===== src/rtl/muldiv_pkg.sv =====
// Shared types for the RV32M iterative multiply/divide unit.
// Op codes follow Funct3; the FSM states are shared with debug tooling.
package muldiv_pkg;

    localparam logic [6:0] MULDIV_FUNCT7 = 7'b0000001;

    typedef enum logic [2:0] {
        OP_MUL    = 3'b000,
        OP_MULH   = 3'b001,
        OP_MULHSU = 3'b010,
        OP_MULHU  = 3'b011,
        OP_DIV    = 3'b100,
        OP_DIVU   = 3'b101,
        OP_REM    = 3'b110,
        OP_REMU   = 3'b111
    } md_op_t;

    typedef enum logic [1:0] {
        IDLE = 2'd0,
        CALC = 2'd1,
        FIX  = 2'd2,
        DONE = 2'd3
    } md_state_t;

endpackage


===== src/rtl/muldiv_unit.sv =====
// Iterative RV32M execution unit: shift-add multiply and restoring
// divide on one shared XLEN+1 bit adder, with a start/busy/done handshake.
module muldiv_unit
    import muldiv_pkg::*;
#(
    parameter int XLEN = 32
) (
    input  logic            clk,
    input  logic            reset,
    input  logic            start,
    input  logic [2:0]      Funct3,
    input  logic [XLEN-1:0] SrcA,
    input  logic [XLEN-1:0] SrcB,
    output logic            busy,
    output logic            done,
    output logic [XLEN-1:0] Result
);

    localparam int CW = $clog2(XLEN);

    md_state_t         state;
    md_op_t            op;
    logic [CW-1:0]     count;
    logic [2*XLEN-1:0] acc;
    logic [XLEN-1:0]   opnd;
    logic              neg;

    md_op_t            in_op;
    logic              sa;
    logic              sb;
    logic              a_neg;
    logic              b_neg;
    logic [XLEN-1:0]   mag_a;
    logic [XLEN-1:0]   mag_b;
    logic              div_zero;
    logic              div_ovf;
    logic [XLEN-1:0]   special;

    logic              is_mul;
    logic [XLEN:0]     add_x;
    logic [XLEN:0]     add_y;
    logic [XLEN:0]     sum;
    logic [2*XLEN-1:0] mul_next;
    logic [2*XLEN-1:0] div_next;
    logic [2*XLEN-1:0] full;
    logic [XLEN-1:0]   dword;
    logic [XLEN-1:0]   fix_word;

    always_comb begin
        in_op    = md_op_t'(Funct3);
        sa       = in_op inside {OP_MULH, OP_MULHSU, OP_DIV, OP_REM};
        sb       = in_op inside {OP_MULH, OP_DIV, OP_REM};
        a_neg    = sa & SrcA[XLEN-1];
        b_neg    = sb & SrcB[XLEN-1];
        mag_a    = a_neg ? -SrcA : SrcA;
        mag_b    = b_neg ? -SrcB : SrcB;
        div_zero = in_op[2] && (SrcB == '0);
        div_ovf  = (in_op == OP_DIV || in_op == OP_REM)
                && (SrcA == {1'b1, {(XLEN-1){1'b0}}})
                && (SrcB == '1);
        // Overflowing DIV returns the dividend unchanged, so SrcA covers it
        if (in_op[1])
            special = div_zero ? SrcA : '0;
        else
            special = div_zero ? '1 : SrcA;
    end

    // Multiply adds into the upper half; divide trial-subtracts the divisor
    always_comb begin
        is_mul   = ~op[2];
        add_x    = is_mul ? {1'b0, acc[2*XLEN-1:XLEN]}
                          : acc[2*XLEN-1:XLEN-1];
        add_y    = is_mul ? (acc[0] ? {1'b0, opnd} : '0)
                          : ~{1'b0, opnd};
        sum      = add_x + add_y + {{XLEN{1'b0}}, ~is_mul};
        mul_next = {sum, acc[XLEN-1:1]};
        if (sum[XLEN])
            div_next = {acc[2*XLEN-2:XLEN-1], acc[XLEN-2:0], 1'b0};
        else
            div_next = {sum[XLEN-1:0], acc[XLEN-2:0], 1'b1};
    end

    always_comb begin
        full  = neg ? -acc : acc;
        dword = op[1] ? acc[2*XLEN-1:XLEN] : acc[XLEN-1:0];
        if (op[2])
            fix_word = neg ? -dword : dword;
        else if (op == OP_MUL)
            fix_word = full[XLEN-1:0];
        else
            fix_word = full[2*XLEN-1:XLEN];
    end

    always_ff @(posedge clk) begin
        if (reset) begin
            state  <= IDLE;
            op     <= OP_MUL;
            count  <= '0;
            acc    <= '0;
            opnd   <= '0;
            neg    <= 1'b0;
            Result <= '0;
        end else begin
            unique case (state)
                IDLE: begin
                    if (start) begin
                        op    <= in_op;
                        count <= CW'(XLEN-1);
                        if (div_zero || div_ovf) begin
                            Result <= special;
                            state  <= DONE;
                        end else begin
                            state <= CALC;
                            opnd  <= in_op[2] ? mag_b : mag_a;
                            acc   <= {{XLEN{1'b0}}, in_op[2] ? mag_a : mag_b};
                            neg   <= (in_op[2] && in_op[1]) ? a_neg
                                                            : a_neg ^ b_neg;
                        end
                    end
                end
                CALC: begin
                    acc <= is_mul ? mul_next : div_next;
                    if (count == '0)
                        state <= FIX;
                    else
                        count <= count - 1'b1;
                end
                FIX: begin
                    Result <= fix_word;
                    state  <= DONE;
                end
                DONE: state <= IDLE;
            endcase
        end
    end

    assign busy = (state != IDLE);
    assign done = (state == DONE);

endmodule


===== config.mk =====
export PLATFORM = sky130hd
export DESIGN_NAME = muldiv_unit
export DESIGN_NICKNAME = d
export VERILOG_FILES = /design/src/rtl/muldiv_pkg.sv /design/src/rtl/muldiv_unit.sv
export SDC_FILE = /design/constraint.sdc
export NUM_CORES = 1
export LEC_CHECK = 0
export CORE_MARGIN = 2
export CORE_UTILIZATION = 25
export CTS_CLUSTER_DIAMETER = 150
export DETAILED_ROUTE_END_ITERATION = 8
export DONT_BUFFER_PORTS = 1
export GPL_ROUTABILITY_DRIVEN = 0
export PLACE_DENSITY_LB_ADDON = 0.15
export SLEW_MARGIN = 25
export SYNTH_ARGS = -nofsm -noshare
export SYNTH_HDL_FRONTEND = slang
export SYNTH_SLANG_ARGS = --single-unit

===== constraint.sdc =====
create_clock -name clk -period 8.4 [get_ports clk]
set_input_delay 1.68 -clock clk [delete_from_list [all_inputs] [get_ports clk]]
set_output_delay 1.68 -clock clk [all_outputs]
set_load 0.01 [all_outputs]

==> results.tsv <==
stage	metric	value	unit
run_status	outcome	completed	
power	power_density	276.8	mW/mm2
critical_path	reg2reg_to	acc[60]$_SDFFE_PP0P_	
floorplanning	die_h	250.1	um
clocking	cts.sinks	139	
critical_path	endpoint_kind	flip-flop	
critical_path	critPathBufInv	3	
synth	yosys_most_used_dff	dfxtp_1	
timing	max_freq	0.1958	GHz
floorplanning	die_width	250.1	um
routing	vias	15858	
timing	hold_viol	0	
routing	vias_per_cell	5.752	
cells_and_area	fillerInstances	6636	
cells_and_area	final_nets	2077	
clocking	root_buffer	clkbuf_16	
cells_and_area	register_area	0.002789	mm2
place	hpwl	55.07	mm
cells_and_area	area_growth	6.504	%
critical_path	critPathMaxFanout	39	
synth	synth_most_common_cell	nor2_1	
power	p_leak	5.727	nW
routing	firstDrtPassIters	5	
critical_path	cp.required	8.78	ns
synth	synth.largest_area_cell	dfxtp_1	
cells_and_area	postLayoutCoreUtil	26.82	%
global_routing	grt_pass1_vias	14763	
routing	routed_wl	71.54	mm
cells_and_area	drive_gt1_share	8.764	%
hold_path	hold_class	reg -> reg	
timing	tns	0	ns
critical_path	reg2reg_depth	16	
critical_path	slowest_stage	nor4_1	
clocking	postCtsResizedCells	0	
timing	finalClockSkew	0.01889	ns
global_routing	grt_antenna_before_repair	0	
critical_path	path_common_cell	buf_4	
hold_path	whs_endpoint	opnd[28]$_SDFFE_PP0P_	
timing	setup_viol_count_final	0	
critical_path	regToRegSetupSlack	3.43	ns
synth	synth_area_per_cell	7.162	um2
synth	seq_area_frac_synth	18.38	%
timing	worstMarginPinSlew	1.030	ns
critical_path	r2r-start	acc[0]$_SDFFE_PP0P_	
clocking	cts_tree	done	
synth	yosys-top-cells-count	nor2_1 (231), nand2_1 (226), clkbuf_1 (150), dfxtp_1 (139), a21oi_1 (137)	
routing	wl_per_cell	25.95	um
clocking	post_cts_buffers	0	
power	vdd_drop_max	0.1300	mV
timing	report.final.slew_viol_count	0	
floorplanning	rows	90	
clocking	clockBufferDepth	2	
critical_path	path_cells	nor4_1, nor4b_4, nand4b_1, o21ai_2, or2_1, buf_4, o21ai_2, buf_4, nor2_2, buf_4, a22oi_1, o21ai_1	
clocking	clkLatencyLatePin	0.47	ns
timing	rsz0062_at_grt	false	
floorplanning	dieArea	0.06255	mm2
synth	synth_edf_count	0	
hold_path	hold_depth	2	
routing	route.detailed.drc	0	
synth	netlist.area_leader.share	18.38	%
global_routing	grt_pass1_wl	103.4	mm
synth	synth-async-reset-ratio	0	%
clocking	htree_num_levels	4	
global_routing	grt_usage	22.17	%
synth	synth_nets	2230	
clocking	cts_buffers	17	
timing	slew_headroom	31.14	%
place	numPortBuffers	0	
critical_path	critical-path-top-delay-family	simple AND/OR/NAND/NOR gates	
synth	ys_types	92	
hold_path	hp-start	opnd[28]$_SDFFE_PP0P_	
cells_and_area	multiInputGateArea	0.01143	mm2
timing	min_period	5.107	ns
critical_path	crit_arrival	5.49	ns
clocking	clk_pin_slew	0.06	ns
timing	final.period_utilization	60.80	%
synth	syn_inst	2114	
flow_run	drv_cap	0	
synth	syn_area	0.01514	mm2
floorplanning	ios	104	
synth	synth_warnings	0	
synth	synth.area.top_cells	dfxtp_1 (18%), nor2_1 (5.7%), mux2i_1 (5.7%), nand2_1 (5.6%), mux2_2 (5.6%)	
floorplanning	coreArea	0.06013	mm2
clocking	ctsHoldBuffers	0	
critical_path	criticalPathCategory	in -> reg	
synth	ys_ff_latch	139	
global_routing	grt_max_degree	117	
routing	ant_nets	0	
floorplanning	initial_utilization	25.18	%
routing	drtIter0Drc	1731	
global_routing	grt-ovfl-total	0	
critical_path	critPathMaxStageDelay	0.74	ns
critical_path	critPathLaunchType	input pin	
[sequential cells by signal (all words and copies together) (netlist names)]
register and count:
Result 32, opnd 32, count 5, neg 1, op 3, state 2
acc 64
[cells in the final DEF (no fill, tap or decap), types with 40 or more instances in the layout]
master	n
nor2_1	228
nand2_1	226
dfxtp_1	136
a21oi_1	136
nor3_1	94
mux2i_1	86
o21ai_0	84
xor2_1	76
mux2_2	75
xnor2_1	75
a211oi_1	57
ha_1	44
nand3_1	40
[layer usage]
metal,global-route usage [%],routed length [um]
met1,30.60,32140
met2,34.19,31590
met3,4.759,5668
met4,7.169,2141
met5,0,0
[cell families (layout without fill, tap and decap cells)]
family / Yosys count / in the layout / synth area share, %
AND/OR/NAND/NOR: 783 / 783 / 24.68
flip-flops: 139 / 139 / 18.38
other: 0 / 1 / 0
buffers and inverters: 238 / 98 / 6.305
AO/OA/AOI/OAI: 573 / 573 / 25.21
XOR/XNOR: 151 / 151 / 8.735
adder cells (fa/ha/maj): 69 / 69 / 5.421
multiplexers: 161 / 161 / 11.26
[worst max path at each step]
stage / endpoint / startpoint / cells after the start
finish: acc[35]$_SDFFE_PP0P_ / SrcB[8] / 12
global route: acc[37]$_SDFFE_PP0P_ / SrcB[8] / 12
CTS: acc[35]$_SDFFE_PP0P_ / SrcB[8] / 12
detailed placement: acc[52]$_SDFFE_PP0P_ / SrcB[8] / 12
global placement: acc[54]$_SDFFE_PP0P_ / SrcB[8] / 12
floorplan: acc[61]$_SDFFE_PP0P_ / op[2]$_SDFFE_PP0P_ / 18
[cell type report]
class                      count  share of cell area, %
antenna                        1                0.01552
timing repair buffer          27                  1.257
clock inverter                10                 0.7371
sequential                   139                  17.30
inverter                      39                 0.9078
multi-input combinational   1737                  70.90
tap                          782                  6.068
clock buffer                  22                  2.817
[report_power, final]
group	internal, mW	switching (mW)	total, mW
Combinational	0.891	1.66	2.55
Sequential	0.789	0.345	1.13
Clock	0.444	0.332	0.776
Total	2.12	2.34	4.46
[per-stage QoR]
step	setup slack (ns)	std cells	hold slack, ns	power, mW	instance area (um2)
final	3.293	2757	0.4623	4.464	16130
after global routing	3.021	2756	0.4985	4.720	16120
after CTS	3.403	2756	0.4629	4.418	16120
after detailed placement	2.933	2724	0.4541	3.636	15540
after global placement	3.073	2724	0.4529	3.642	15540
after floorplan	3.416	2114	0.4369	2.813	15140
[worst min-delay path, delay by kind of cell (launching register included)]
family	cells	cell delay (ns)
AND/OR/NAND/NOR	1	0.05
AO/OA/AOI/OAI	1	0.05
flip-flops	1	0.31
Note: power is estimated with default switching activity, not from simulation.
